==> config.mk <==
export PLATFORM = sky130hd
export DESIGN_NAME = square_stim_seq
export DESIGN_NICKNAME = d
export VERILOG_FILES = /design/src/rtl/square_stim_seq.sv
export SDC_FILE = /design/constraint.sdc
export NUM_CORES = 1
export LEC_CHECK = 0
export BUFFER_PORTS_ARGS = -buffer_cell sky130_fd_sc_hd__buf_2
export CAP_MARGIN = 20
export CORE_MARGIN = 4
export CORE_UTILIZATION = 48
export DETAILED_ROUTE_END_ITERATION = 10
export MAX_ROUTING_LAYER = met4
export PLACE_DENSITY = 0.81
export SYNTH_ARGS = -nofsm -noshare
export SYNTH_HDL_FRONTEND = slang
export SYNTH_SLANG_ARGS = --single-unit
==> constraint.sdc <==
create_clock -name clk -period 4.03 [get_ports clk]
set_input_delay 0 -clock clk [delete_from_list [all_inputs] [get_ports clk]]
set_output_delay 0 -clock clk [all_outputs]
set_load 0.02 [all_outputs]
==> src/rtl/square_stim_seq.sv <==
// Stimulus sequencer and MISR response compactor for the 64-bit squaring netlist.
// Drives banded LFSR/counter patterns on a_out and folds sq_in[95:64] into a signature.
module square_stim_seq #(
  parameter int unsigned STEPS       = 512,
  parameter int unsigned CORE_PERIOD = 2,
  parameter int unsigned AUX_PERIOD  = 8,
  parameter int unsigned SETTLE_CYC  = 1,
  parameter logic [23:0] LFSR_SEED   = 24'h000001,
  parameter logic [31:0] MISR_POLY   = 32'h04C11DB7
) (
  input  logic         clk,
  input  logic         rst,
  input  logic         start,
  input  logic         abort,
  input  logic [31:0]  golden,
  input  logic [127:0] sq_in,
  output logic [63:0]  a_out,
  output logic         busy,
  output logic         done,
  output logic         pass,
  output logic [31:0]  signature,
  output logic [15:0]  step_cnt
);

  localparam logic [23:0] Seed       = (LFSR_SEED == 24'd0) ? 24'h000001 : LFSR_SEED;
  localparam logic [15:0] LastStep   = 16'(STEPS - 1);
  localparam logic [15:0] CoreMask   = 16'(CORE_PERIOD - 1);
  localparam logic [15:0] AuxMask    = 16'(AUX_PERIOD - 1);
  localparam logic [7:0]  SettleLast = 8'(SETTLE_CYC - 1);

  typedef enum logic [2:0] {StIdle, StApply, StSettle, StCapture, StFinish} state_e;

  state_e       state_q, state_d;
  logic [23:0]  lfsr_q, lfsr_d;
  logic [63:0]  a_q, a_d;
  logic [31:0]  sig_q, sig_d;
  logic         pass_q, pass_d;
  logic [15:0]  step_q, step_d;
  logic [7:0]   settle_q, settle_d;
  logic [23:0]  lfsr_next;
  logic [31:0]  misr_next;
  logic         unused_sq;

  // Only the observed slice of the square feeds the compactor.
  assign unused_sq = ^{sq_in[127:96], sq_in[63:0]};

  assign lfsr_next = {lfsr_q[22:0], lfsr_q[23] ^ lfsr_q[22] ^ lfsr_q[21] ^ lfsr_q[16]};
  assign misr_next = {sig_q[30:0], 1'b0} ^ (sig_q[31] ? MISR_POLY : 32'h0) ^ sq_in[95:64];

  assign busy      = (state_q == StApply) || (state_q == StSettle) || (state_q == StCapture);
  assign done      = (state_q == StFinish) && !abort;
  assign a_out     = a_q;
  assign pass      = pass_q;
  assign signature = sig_q;
  assign step_cnt  = step_q;

  always_comb begin
    state_d  = state_q;
    lfsr_d   = lfsr_q;
    a_d      = a_q;
    sig_d    = sig_q;
    pass_d   = pass_q;
    step_d   = step_q;
    settle_d = settle_q;
    if (abort && (state_q != StIdle)) begin
      state_d = StIdle;
      a_d     = '0;
      pass_d  = 1'b0;
    end else begin
      unique case (state_q)
        StIdle: begin
          if (start) begin
            state_d = StApply;
            step_d  = '0;
            lfsr_d  = Seed;
            sig_d   = '1;
            pass_d  = 1'b0;
          end
        end
        StApply: begin
          if (((step_q & CoreMask) == 16'd0) && (step_q != 16'd0)) begin
            lfsr_d      = lfsr_next;
            a_d[43:20]  = lfsr_next;
          end else begin
            a_d[43:20]  = lfsr_q;
          end
          // Auxiliary bands reload on period boundaries and hold in between.
          if ((step_q & AuxMask) == 16'd0) begin
            a_d[19:12] = step_q[7:0];
            a_d[51:44] = step_q[7:0];
          end
          a_d[11:0]  = '0;
          a_d[63:52] = '0;
          settle_d   = '0;
          state_d    = (SETTLE_CYC > 0) ? StSettle : StCapture;
        end
        StSettle: begin
          if (settle_q == SettleLast) begin
            state_d = StCapture;
          end else begin
            settle_d = settle_q + 8'd1;
          end
        end
        StCapture: begin
          sig_d = misr_next;
          if (step_q == LastStep) begin
            state_d = StFinish;
          end else begin
            step_d  = step_q + 16'd1;
            state_d = StApply;
          end
        end
        StFinish: begin
          pass_d  = (sig_q == golden);
          a_d     = '0;
          state_d = StIdle;
        end
        default: state_d = StIdle;
      endcase
    end
  end

  always_ff @(posedge clk or posedge rst) begin
    if (rst) begin
      state_q  <= StIdle;
      lfsr_q   <= Seed;
      a_q      <= '0;
      sig_q    <= '0;
      pass_q   <= 1'b0;
      step_q   <= '0;
      settle_q <= '0;
    end else begin
      state_q  <= state_d;
      lfsr_q   <= lfsr_d;
      a_q      <= a_d;
      sig_q    <= sig_d;
      pass_q   <= pass_d;
      step_q   <= step_d;
      settle_q <= settle_d;
    end
  end

endmodule

==> tab_implementation.tex, run 1 <==
\begin{tabular}{lr}
\hline
Metric & Value \\
\hline
\multicolumn{2}{l}{\textbf{Synthesis}} \\
\quad Leading register cell type out of synthesis & sky130\_fd\_sc\_hd\_\_dfrtp\_1 \\
\quad Synth Warn \# & 0 \\
\quad Number of flops mapped to enable cells by yosys & 0 \\
\quad Proportion of register bits with asynchronous set or reset after synthesis & 1.00 \\
\quad Post-synthesis simple-gate area fraction & 0.173 \\
\quad Multiplexer share of the synthesized area & 0.0405 \\
\quad Combinational family with the most area after synthesis & simple AND/OR/NAND/NOR gates \\
\quad Seq/Total Area, Yosys & 0.470 \\
\quad Total standard cell area after synthesis & approximately 0.0062 mm\^{}2 \\
\quad Cell types occupying the most area after synthesis & sky130\_fd\_sc\_hd\_\_dfrtp\_1 (47\%), sky130\_fd\_sc\_hd\_\_xnor2\_1 (7.8\%), sky130\_fd\_sc\_hd\_\_nand2\_1 (5.8\%) \\
\quad Fraction of the mapped netlist area in adder cells & 0.00811 \\
\quad Yosys reg bits & between 100 and 150 \\
\quad Synth Area in Compound Gates & 0.108 \\
\quad Post-synth top cells & sky130\_fd\_sc\_hd\_\_dfrtp\_1 (115), sky130\_fd\_sc\_hd\_\_nand2\_1 (96), sky130\_fd\_sc\_hd\_\_o21ai\_0 (62), sky130\_fd\_sc\_hd\_\_nor2\_1 (56), sky130\_fd\_sc\_hd\_\_xnor2\_1 (55) \\
\quad Area share of xor/xnor cells in the synthesized design & 0.133 \\
\quad Library cell occupying the most area in the post-synthesis netlist & sky130\_fd\_sc\_hd\_\_dfrtp\_1 \\
\quad Number of distinct library cell variants in the gate-level netlist after synthesis & 44 \\
\quad Yosys top cell area share & 0.466 \\
\quad Synthesized netlist cell count & 654 \\
\quad Per-instance average area after synthesis & roughly 9.4 um\^{}2 \\
\quad Most instantiated library cell after synthesis & sky130\_fd\_sc\_hd\_\_dfrtp\_1 \\
\multicolumn{2}{l}{\textbf{Global route}} \\
\quad Wire length of the first global-routing pass & $\sim$26 mm \\
\quad Antenna violations before repair & 0 \\
\quad Vias in the first global route & 5072 \\
\quad GRT Residual Overflow & 0 \\
\quad Largest net degree at the start of global routing & 86 \\
\quad All-Layer GR Usage & 0.234 \\
\multicolumn{2}{l}{\textbf{Clocking}} \\
\quad Clock sink total & approximately 120 \\
\quad TritonCTS buffer count & 17 \\
\quad Clock latency reported for the late side of the worst-skew pair & 0.41 ns \\
\quad CTS tree & built \\
\quad CTS H-tree depth & 4 \\
\quad Root cell of the clock tree & sky130\_fd\_sc\_hd\_\_clkbuf\_16 \\
\quad Reg clk slew, reported paths & around 0.050 ns \\
\quad Bufs on Longest Clock Path & 2 \\
\quad Cts repair resizes & 0 \\
\multicolumn{2}{l}{\textbf{Cells and area}} \\
\quad Diode insertion count for antenna repair & 0 \\
\quad Fraction of final layout cells with drive strength greater than 1 & 0.240 \\
\quad Total number of nets in the final design & $\sim$1000 \\
\quad Area growth from synthesis to final layout & 27.6\% \\
\multicolumn{2}{l}{\textbf{STA}} \\
\quad Setup repair after global routing missed its margin & no \\
\quad Slew headroom & 0.382 \\
\quad Worst-Margin Slew & 0.928 ns \\
\quad Highest Clock Rate & about 0.35 GHz \\
\quad Final critical-path setup slack & 1.14 ns \\
\quad Setup TNS Final & 0 ns \\
\quad Setup-violating endpoint count in the final report & 0 \\
\quad Final Hold Violating Endpoints & 0 \\
\quad Final worst clock skew & $\sim$0.0073 ns \\
\quad Final critical path time including I/O delays and setup & approximately 2.9 ns \\
\quad Post-route worst hold slack & 0.0136 ns \\
\quad Final Max Slew Viols & 0 \\
\quad Period utilisation layout & 0.717 \\
\multicolumn{2}{l}{\textbf{Place}} \\
\quad DPL Wire Length & roughly 11 mm \\
\quad Weighted congestion reported at the end of routability-driven placement & between 0.8 and 0.9 \\
\quad Count of buffers from port buffering & approximately 160 \\
\quad Pre-CTS setup slack & around 1.3 ns \\
\multicolumn{2}{l}{\textbf{Power and ir drop}} \\
\quad Max IR drop VDD & 305 uV \\
\quad PwrDens & 553 mW/mm\^{}2 \\
\quad Reported leakage power & between 3 and 4 nW \\
\multicolumn{2}{l}{\textbf{Status}} \\
\quad Outcome & finished clean \\
\multicolumn{2}{l}{\textbf{Route}} \\
\quad Number of detailed-routing iterations run before antenna repair & 6 \\
\quad Via-per-instance ratio & 5.22 \\
\quad Average wire per cell in the routed design & between 15 and 20 um \\
\quad Post-detailed-route DRC marker count & 0 \\
\quad Residual antenna-violating net count after detailed routing & 0 \\
\quad Total wire length & roughly 16 mm \\
\quad Via total after detailed routing & 5292 \\
\quad Drt initial violations & approximately 380 \\
\multicolumn{2}{l}{\textbf{Floorplan}} \\
\quad Total I/O pin count & between 200 and 300 \\
\quad Die width & roughly 120 um \\
\quad Chip Height & between 100 and 150 um \\
\quad Number of placement rows & approximately 40 \\
\quad Die area & $\sim$0.015 mm\^{}2 \\
\quad Core outline area & 0.0126 mm\^{}2 \\
\quad Initial Util & 0.489 \\
\multicolumn{2}{l}{\textbf{Setup path}} \\
\quad CP Class & register to register \\
\quad Most prevalent standard cell on the critical path & sky130\_fd\_sc\_hd\_\_nand4\_1 \\
\quad Slowest library cell on the worst path & sky130\_fd\_sc\_hd\_\_nor4b\_1 \\
\quad Worst endpoint data arrival time & between 3 and 4 ns \\
\quad Delay of the slowest critical-path stage & between 0.6 and 0.7 ns \\
\quad Cells along the critical path & nor4b\_1 > nand4\_1 > nor4\_1 > nand4\_1 > dlygate4sd3\_1 > o21ai\_0 \\
\quad Category of the worst setup path capture point & register \\
\quad Max Fanout on Critical Path & 16 \\
\quad Startpoint kind of the worst setup timing path & register \\
\quad Worst EP required & roughly 4.4 ns \\
\multicolumn{2}{l}{\textbf{Hold path}} \\
\quad Type of the tightest min-delay check & input port to register \\
\multicolumn{2}{l}{\textbf{Run}} \\
\quad Max-Cap Viols & 0 \\
\hline
\end{tabular}
timing repair:
| action | 4_1_cts | 5_1_grt |
|---|---|---|
| setup buffers | 0 | 0 |
| hold buffers | 34 | 0 |
| endpoints found under the hold margin | 115 | 0 |
placed cells by master, fill, tap and decap left out, drive strengths merged, types with 2 or more instances in the layout:
| master | n |
|---|---|
| and3 | 6 |
| and4 | 4 |
| inv | 5 |
| nor4b | 4 |
| nor2 | 56 |
| dfrtp | 115 |
| a21oi | 8 |
| mux2i | 25 |
| bufinv | 3 |
| buf | 165 |
| conb | 24 |
| xor2 | 39 |
| xnor2 | 55 |
| clkbuf | 22 |
| nand3b | 3 |
| nor4 | 9 |
| and2 | 7 |
| dlygate4sd3 | 34 |
| nand2 | 96 |
| a2111oi | 2 |
| clkinv | 6 |
| a31oi | 34 |
| or4b | 2 |
| o31ai | 4 |
| ha | 4 |
| o21ai | 64 |
| nand3 | 13 |
| nand4 | 11 |
| nor3 | 9 |
worst max-delay path: cells and delay by family, from the launching register on:
family	cells	cell delay, ns
simple gates	4	1.50
flops	1	0.59
compound gates	1	0.13
buf+inv	1	0.58
final cells by class:
cell class | count | area (um^2)
timing repair buffer | 199 | 1200
multi-input combinational | 489 | 2950
inverter | 5 | 21.3
fill | 1018 | 4740
clock buffer | 22 | 454
clock inverter | 10 | 131
tap | 172 | 215
sequential | 116 | 2900
state kept, by name, summed over array words and instances, names as in the netlist:
signal and count:
state_q 3, settle_q 8, pass 1, lfsr_q 24, step_cnt 16, a_out 32
signature 32
stage by stage:
| stage | std cells | cell area [um^2] | total power, mW | utilization |
|---|---|---|---|---|
| 2_1_floorplan | 677 | 6260 | 2.48 | - |
| 3_3_place_gp | 946 | 6930 | 2.79 | 0.549 |
| 3_5_place_dp | 946 | 6930 | 2.81 | 0.549 |
| 4_1_cts | 1012 | 7850 | 4.34 | 0.622 |
| 5_1_grt | 1013 | 7880 | 4.58 | 0.625 |
| 6_report | 1013 | 7880 | 4.36 | 0.625 |
final timing paths:
check	startpoint	end	slack, ns	depth (start not counted)
setup / recovery	state_q[2]$_DFFE_PP0P_	pass$_DFFE_PP0P_	1.14	6
hold / removal	sq_in[74]	signature[10]$_DFFE_PP0P_	0.01	4
setup reg to reg	state_q[2]$_DFFE_PP0P_	pass$_DFFE_PP0P_	1.14	6
hold reg to reg	a_out[21]$_DFFE_PP0P_	a_out[21]$_DFFE_PP0P_	0.47	2
max in group asynchronous	rst	signature[25]$_DFFE_PP0P_	3.09	4
min in group asynchronous	rst	settle_q[7]$_DFFE_PP0P_	0.16	3
cells by family (layout without fill, tap and decap cells):
| family | Yosys count | count (layout) |
|---|---|---|
| flip-flops | 116 | 116 |
| adder cells (fa/ha/maj) | 4 | 4 |
| XOR/XNOR | 94 | 94 |
| buffers and inverters | 72 | 236 |
| multiplexers | 25 | 25 |
| AND/OR/NAND/NOR | 227 | 227 |
| other | 1 | 24 |
| AO/OA/AOI/OAI | 115 | 115 |
layer usage:
| metal | track usage | share of wire | vias to the layer above |
|---|---|---|---|
| met5 | - | 0 | - |
| met4 | 0.0910 | 0.025 | 0 |
| met3 | 0.0569 | 0.073 | 32 |
| met2 | 0.355 | 0.49 | 224 |
| met1 | 0.304 | 0.42 | 2501 |
| li1 | - | - | 2535 |
where the power goes:
part / switching, mW / total [mW] / internal (mW)
sequential: 0.218 / 1.51 / 1.29
clock: 0.520 / 1.50 / 0.982
combinational: 0.856 / 1.35 / 0.491
Power figures use the tool's default switching activity.
==> run 2: changes to the inputs <==
- clock period: 4.03 -> 2.8 ns (I/O delays scaled with it)
==> run 2 against run 1 <==
Net effect: sequential share of layout area decreased by 0.18 points; clock power is 40% higher; largest power group unchanged; final cell count rose by 0.49%; die area unchanged; worst setup slack worse by 0.78 ns; first-iteration DRC count is 11% lower; critical endpoint unchanged; wire length fell by 5.2%; power rose by 43%; clock skew about the same; final area grew 0.49%.
==> tab_implementation.tex, run 2 (synthesized netlist as in run 1, its figures left out) <==
\begin{tabular}{lr}
\hline
Metric & Value \\
\hline
\multicolumn{2}{l}{\textbf{STA}} \\
\quad Final worst clock skew & 0.00778 ns (+0.000457 ns) \\
\quad Setup-violating endpoint count in the final report & 0 (unchanged) \\
\quad Highest Clock Rate & 0.409 GHz (+18\%) \\
\quad Final critical path time including I/O delays and setup & 2.44 ns (-0.445 ns) \\
\quad Setup repair after global routing missed its margin & no \\
\quad Final critical-path setup slack & 0.358 ns (-0.785 ns) \\
\quad Slew headroom & 0.571 (+0.189) \\
\quad Post-route worst hold slack & 0.0281 ns (+0.0145 ns) \\
\quad Setup TNS Final & 0 ns (unchanged) \\
\quad Worst-Margin Slew & 0.626 ns (-0.302 ns) \\
\quad Period utilisation layout & 0.872 (+0.156) \\
\quad Final Hold Violating Endpoints & 0 (unchanged) \\
\quad Final Max Slew Viols & 0 (unchanged) \\
\multicolumn{2}{l}{\textbf{Cells and area}} \\
\quad Final standard cell area without fillers & 0.00792 mm\^{}2 (+0.49\%) \\
\quad Commonest non-fill, non-tap cell in the layout & sky130\_fd\_sc\_hd\_\_buf\_2 \\
\quad Fraction of final layout cells with drive strength greater than 1 & 0.251 (+0.0104) \\
\quad Top library cells by usage in the layout, fill and taps aside & sky130\_fd\_sc\_hd\_\_buf\_2 (158), sky130\_fd\_sc\_hd\_\_dfrtp\_1 (115), sky130\_fd\_sc\_hd\_\_nand2\_1 (95) \\
\quad Diode insertion count for antenna repair & 0 (unchanged) \\
\quad End-of-flow core utilization & 0.628 (+0.00307) \\
\quad Area growth from synthesis to final layout & 28.3\% \\
\quad Total number of nets in the final design & 1001 (+0.50\%) \\
\multicolumn{2}{l}{\textbf{Status}} \\
\quad Outcome & finished clean \\
\multicolumn{2}{l}{\textbf{Clocking}} \\
\quad CTS tree & built \\
\quad CTS H-tree depth & 4 (unchanged) \\
\quad Cts repair resizes & 0 (unchanged) \\
\quad Clock sink total & 116 (unchanged) \\
\quad TritonCTS buffer count & 17 (unchanged) \\
\quad Clock latency reported for the late side of the worst-skew pair & 0.41 ns (about the same) \\
\quad Root cell of the clock tree & sky130\_fd\_sc\_hd\_\_clkbuf\_16 \\
\quad \# Post-CTS Setup Buffers & 0 (unchanged) \\
\quad Reg clk slew, reported paths & 0.05 ns (about the same) \\
\quad Hold\_buf cts & 32 (-5.9\%) \\
\quad Bufs on Longest Clock Path & 2 (unchanged) \\
\multicolumn{2}{l}{\textbf{Global route}} \\
\quad GRT Residual Overflow & 0 (unchanged) \\
\quad Largest net degree at the start of global routing & 65 (-24\%) \\
\quad Wire length of the first global-routing pass & 25.1 mm (-4.4\%) \\
\quad All-Layer GR Usage & 0.221 (-0.0133) \\
\quad Vias in the first global route & 4967 (-2.1\%) \\
\quad Antenna violations before repair & 0 (unchanged) \\
\multicolumn{2}{l}{\textbf{Setup path}} \\
\quad Startpoint of the worst setup timing path & state\_q[2]\$\_DFFE\_PP0P\_ \\
\quad Cells along the critical path & nor4b\_1 > buf\_4 > nand4\_1 > nor4\_1 > nand4\_1 > dlygate4sd3\_1 > o21ai\_0 \\
\quad Most prevalent standard cell on the critical path & sky130\_fd\_sc\_hd\_\_nand4\_1 \\
\quad Startpoint kind of the worst setup timing path & register \\
\quad Max Fanout on Critical Path & 16 (unchanged) \\
\quad Cell depth of the worst flop-to-flop path & 7 (+1) \\
\quad CP Class & register to register \\
\quad Worst EP required & 3.13 ns (-1.23 ns) \\
\quad Worst endpoint data arrival time & 2.77 ns (-0.45 ns) \\
\quad Worst r2r src & state\_q[2]\$\_DFFE\_PP0P\_ \\
\quad Slowest library cell on the worst path & sky130\_fd\_sc\_hd\_\_dfrtp\_1 \\
\quad Category of the worst setup path capture point & register \\
\quad Delay of the slowest critical-path stage & 0.60 ns (-0.09 ns) \\
\multicolumn{2}{l}{\textbf{Route}} \\
\quad Via total after detailed routing & 5221 (-1.3\%) \\
\quad Average wire per cell in the routed design & 15.2 um (-5.7\%) \\
\quad Post-detailed-route DRC marker count & 0 (unchanged) \\
\quad Drt initial violations & 340 (-11\%) \\
\quad Total wire length & 15.5 mm (-5.2\%) \\
\quad Via-per-instance ratio & 5.13 (-1.8\%) \\
\quad Number of detailed-routing iterations run before antenna repair & 5 (-1) \\
\quad Residual antenna-violating net count after detailed routing & 0 (unchanged) \\
\multicolumn{2}{l}{\textbf{Place}} \\
\quad DPL Wire Length & 10.8 mm (+0.40\%) \\
\quad Weighted congestion reported at the end of routability-driven placement & 0.847 (+1.8\%) \\
\quad Pre-CTS setup slack & 0.595 ns (-0.738 ns) \\
\quad Instance area at placement & 0.00701 mm\^{}2 (+1.1\%) \\
\quad Count of buffers from port buffering & 158 (unchanged) \\
\multicolumn{2}{l}{\textbf{Hold path}} \\
\quad Instance count along the most critical hold path & 4 (unchanged) \\
\quad Type of the tightest min-delay check & input port to register \\
\quad Worst min-delay path startpoint & sq\_in[74] \\
\multicolumn{2}{l}{\textbf{Run}} \\
\quad Max-Cap Viols & 0 (unchanged) \\
\multicolumn{2}{l}{\textbf{Floorplan}} \\
\quad Core outline area & 0.0126 mm\^{}2 (unchanged) \\
\quad Die width & 121 um (unchanged) \\
\quad Chip Height & 121 um (unchanged) \\
\quad Die area & 0.0147 mm\^{}2 (unchanged) \\
\quad Number of placement rows & 41 (unchanged) \\
\quad Total I/O pin count & 279 (unchanged) \\
\quad Initial Util & 0.489 (unchanged) \\
\multicolumn{2}{l}{\textbf{Power and ir drop}} \\
\quad PwrDens & 786 mW/mm\^{}2 (+42\%) \\
\quad Reported leakage power & 3.46 nW (+0.27\%) \\
\quad Max IR drop VDD & 437 uV (+43\%) \\
\hline
\end{tabular}
## run 2: worst paths after layout
path	to	slack, ns
max in group asynchronous	lfsr_q[0]$_DFFE_PP1P_	1.77
worst max register to register	pass$_DFFE_PP0P_	0.36
worst min register to register	a_out[32]$_DFFE_PP0P_	0.47
worst min-delay path	signature[10]$_DFFE_PP0P_	0.03
worst max-delay path	pass$_DFFE_PP0P_	0.36
min in group asynchronous	lfsr_q[11]$_DFFE_PP0P_	0.23
## run 2: critical path, delay by kind of cell (launching register included)
family,cells,cell delay [ns]
AOI/OAI and AO/OA,1,0.13
buffers and inverters,2,0.76
DFF,1,0.60
and+or+nand+nor,4,0.88
## run 2: per-stage QoR
step           std cells  total power [mW]
2_1_floorplan        677              3.57
3_3_place_gp         953              4.06
3_5_place_dp         953              4.09
4_1_cts             1017              6.25
5_1_grt             1018              6.56
6_report            1018              6.22
## run 2: metal layers
metal / vias to the layer above / global-route usage / part of all wire
li1: 2549 / - / -
met1: 2443 / 0.295 / 0.44
met2: 205 / 0.331 / 0.47
met3: 24 / 0.0550 / 0.074
met4: 0 / 0.0749 / 0.019
met5: - / - / 0
## run 2: layout make-up
type	instances	area [um^2]
fillers	1060	4700
repair buffers	204	1240
well taps	172	215
clock buffers	17	425
clock inverters	15	158
flip-flops and latches	116	2900
inverters	5	22.5
multi-input cells	489	2950
## run 2: power by group
| group | total, mW | switching (mW) | internal, mW | leakage, nW |
|---|---|---|---|---|
| clock network | 2.10 | 0.788 | 1.31 | 0.276 |
| logic | 1.98 | 1.23 | 0.744 | 1.74 |
| registers | 2.15 | 0.290 | 1.85 | 1.45 |
| total | 6.22 | 2.31 | 3.91 | 3.46 |
==> run 3: changes to the inputs <==
- CAP_MARGIN: 20 -> 40
- RECOVER_POWER: unset -> 25
==> run 3 against run 2 <==
Net effect: via count up 0.15%; critical path depth is the same; die area unchanged; register-to-register slack worse by 0.02 ns; global-route usage stayed put; utilization shrank 0.50 points; clock skew about the same; critical endpoint unchanged; highest routed layer unchanged.
==> tab_implementation.tex, run 3 (synthesized netlist as in run 1, its figures left out) <==
\begin{tabular}{lr}
\hline
Metric & Value \\
\hline
\multicolumn{2}{l}{\textbf{Clocking}} \\
\quad Bufs on Longest Clock Path & 2 (unchanged) \\
\quad Hold\_buf cts & 32 (unchanged) \\
\quad CTS tree & built \\
\quad Reg clk slew, reported paths & 0.05 ns (about the same) \\
\quad Clock latency reported for the late side of the worst-skew pair & 0.41 ns (about the same) \\
\quad Clock sink total & 116 (unchanged) \\
\quad TritonCTS buffer count & 17 (unchanged) \\
\quad Root cell of the clock tree & sky130\_fd\_sc\_hd\_\_clkbuf\_16 \\
\quad \# Post-CTS Setup Buffers & 0 (unchanged) \\
\quad Cts repair resizes & 0 (unchanged) \\
\quad CTS H-tree depth & 4 (unchanged) \\
\multicolumn{2}{l}{\textbf{Floorplan}} \\
\quad Total I/O pin count & 279 (unchanged) \\
\quad Die width & 121 um (unchanged) \\
\quad Initial Util & 0.489 (unchanged) \\
\quad Core outline area & 0.0126 mm\^{}2 (unchanged) \\
\quad Chip Height & 121 um (unchanged) \\
\quad Die area & 0.0147 mm\^{}2 (unchanged) \\
\quad Number of placement rows & 41 (unchanged) \\
\multicolumn{2}{l}{\textbf{Global route}} \\
\quad Wire length of the first global-routing pass & 25.1 mm (unchanged) \\
\quad GRT Residual Overflow & 0 (unchanged) \\
\quad Antenna violations before repair & 0 (unchanged) \\
\quad Largest net degree at the start of global routing & 65 (unchanged) \\
\quad All-Layer GR Usage & 0.221 (unchanged) \\
\quad Vias in the first global route & 4967 (unchanged) \\
\multicolumn{2}{l}{\textbf{Cells and area}} \\
\quad Area growth from synthesis to final layout & 27.3\% \\
\quad Fraction of final layout cells with drive strength greater than 1 & 0.208 (-0.0426) \\
\quad Top library cells by usage in the layout, fill and taps aside & sky130\_fd\_sc\_hd\_\_buf\_2 (122), sky130\_fd\_sc\_hd\_\_dfrtp\_1 (115), sky130\_fd\_sc\_hd\_\_nand2\_1 (95) \\
\quad Total number of nets in the final design & 1001 (unchanged) \\
\quad Non-Filler Instances & 1018 (unchanged) \\
\quad Diode insertion count for antenna repair & 0 (unchanged) \\
\quad Commonest non-fill, non-tap cell in the layout & sky130\_fd\_sc\_hd\_\_buf\_2 \\
\multicolumn{2}{l}{\textbf{Power and ir drop}} \\
\quad Max IR drop VDD & 436 uV (-0.18\%) \\
\quad PwrDens & 791 mW/mm\^{}2 (+0.68\%) \\
\quad Overall power & 6.22 mW (-0.12\%) \\
\quad Reported leakage power & 3.30 nW (-4.7\%) \\
\multicolumn{2}{l}{\textbf{STA}} \\
\quad Setup TNS Final & 0 ns (unchanged) \\
\quad Final Hold Violating Endpoints & 0 (unchanged) \\
\quad Final critical path time including I/O delays and setup & 2.46 ns (+0.0188 ns) \\
\quad Final worst clock skew & 0.00750 ns (-0.000284 ns) \\
\quad Post-route worst hold slack & 0.0265 ns (-0.00166 ns) \\
\quad Final critical-path setup slack & 0.339 ns (-0.0188 ns) \\
\quad Setup-violating endpoint count in the final report & 0 (unchanged) \\
\quad Period utilisation layout & 0.879 (+0.00671) \\
\quad Worst-Margin Slew & 1.24 ns (+0.619 ns) \\
\quad Slew headroom & 0.166 (-0.405) \\
\quad Setup repair after global routing missed its margin & no \\
\quad Final Max Slew Viols & 0 (unchanged) \\
\quad Highest Clock Rate & 0.406 GHz (-0.76\%) \\
\multicolumn{2}{l}{\textbf{Setup path}} \\
\quad Worst EP required & 3.13 ns (about the same) \\
\quad Max Fanout on Critical Path & 16 (unchanged) \\
\quad FF-to-FF setup slack & 0.34 ns (-0.02 ns) \\
\quad Startpoint kind of the worst setup timing path & register \\
\quad CP Class & register to register \\
\quad Worst endpoint data arrival time & 2.79 ns (+0.02 ns) \\
\quad Category of the worst setup path capture point & register \\
\quad Cell depth of the worst flop-to-flop path & 7 (unchanged) \\
\quad Worst r2r src & state\_q[2]\$\_DFFE\_PP0P\_ \\
\quad End of the worst register-to-register path & pass\$\_DFFE\_PP0P\_ \\
\multicolumn{2}{l}{\textbf{Hold path}} \\
\quad Worst min-delay path startpoint & sq\_in[74] \\
\quad Instance count along the most critical hold path & 4 (unchanged) \\
\quad Type of the tightest min-delay check & input port to register \\
\quad Min-Delay Endpoint & signature[10]\$\_DFFE\_PP0P\_ \\
\multicolumn{2}{l}{\textbf{Place}} \\
\quad Weighted congestion reported at the end of routability-driven placement & 0.847 (unchanged) \\
\quad Pre-CTS setup slack & 0.595 ns (unchanged) \\
\quad DPL Wire Length & 10.8 mm (unchanged) \\
\quad Count of buffers from port buffering & 158 (unchanged) \\
\quad Total instance count after detailed placement & 953 (unchanged) \\
\multicolumn{2}{l}{\textbf{Route}} \\
\quad Drt initial violations & 298 (-12\%) \\
\quad Average wire per cell in the routed design & 15.3 um (+0.43\%) \\
\quad Via total after detailed routing & 5229 (+0.15\%) \\
\quad Via-per-instance ratio & 5.14 (+0.15\%) \\
\quad Residual antenna-violating net count after detailed routing & 0 (unchanged) \\
\quad Number of detailed-routing iterations run before antenna repair & 5 (unchanged) \\
\quad Total wire length & 15.6 mm (+0.43\%) \\
\quad Post-detailed-route DRC marker count & 0 (unchanged) \\
\multicolumn{2}{l}{\textbf{Status}} \\
\quad Outcome & finished clean \\
\multicolumn{2}{l}{\textbf{Run}} \\
\quad Max-Cap Viols & 0 (unchanged) \\
\hline
\end{tabular}
run 3: worst max-delay path, cell delays in order (launching register included):
cell and delay, ns:
sky130_fd_sc_hd__dfrtp_1 0.61, sky130_fd_sc_hd__nor4b_1 0.29, sky130_fd_sc_hd__buf_4 0.18, sky130_fd_sc_hd__nand4_1 0.07
sky130_fd_sc_hd__nor4_1 0.35, sky130_fd_sc_hd__nand4_1 0.18, sky130_fd_sc_hd__dlygate4sd3_1 0.58, sky130_fd_sc_hd__o21ai_0 0.13
run 3: metrics by stage:
step / util / instance area [um^2]
after floorplan: - / 6260
after CTS: 0.627 / 7910
after detailed placement: 0.555 / 7010
final: 0.623 / 7860
after global routing: 0.623 / 7860
after global placement: 0.555 / 7010
run 3: worst max path at each step:
| stage | start | end | slack [ns] | depth (start not counted) |
|---|---|---|---|---|
| after floorplan | step_cnt[0]$_DFFE_PP0P_ | step_cnt[7]$_DFFE_PP0P_ | 0.66 | 7 |
| after global placement | step_cnt[0]$_DFFE_PP0P_ | step_cnt[7]$_DFFE_PP0P_ | 0.61 | 6 |
| after detailed placement | step_cnt[0]$_DFFE_PP0P_ | step_cnt[9]$_DFFE_PP0P_ | 0.60 | 6 |
| after CTS | state_q[1]$_DFFE_PP0P_ | pass$_DFFE_PP0P_ | 0.27 | 7 |
| after global routing | state_q[2]$_DFFE_PP0P_ | pass$_DFFE_PP0P_ | 0.21 | 7 |
| final | state_q[2]$_DFFE_PP0P_ | pass$_DFFE_PP0P_ | 0.34 | 7 |
run 3: final cells by class:
| type | instances | area [um^2] |
|---|---|---|
| Tap cell | 172 | 215 |
| Timing Repair Buffer | 204 | 1180 |
| Sequential cell | 116 | 2900 |
| Multi-Input combinational cell | 489 | 2950 |
| Inverter | 5 | 20.0 |
| Clock buffer | 17 | 425 |
| Fill cell | 1085 | 4760 |
| Clock inverter | 15 | 158 |
run 3: per-layer routing:
metal,GRT usage,share of wire
met4,0.0749,0.019
met2,0.331,0.47
met5,-,0
met3,0.0550,0.076
met1,0.295,0.43
run 3: report_power, final:
| group | internal [mW] | switching (mW) |
|---|---|---|
| Sequential | 1.85 | 0.289 |
| Clock | 1.31 | 0.788 |
| Combinational | 0.737 | 1.24 |
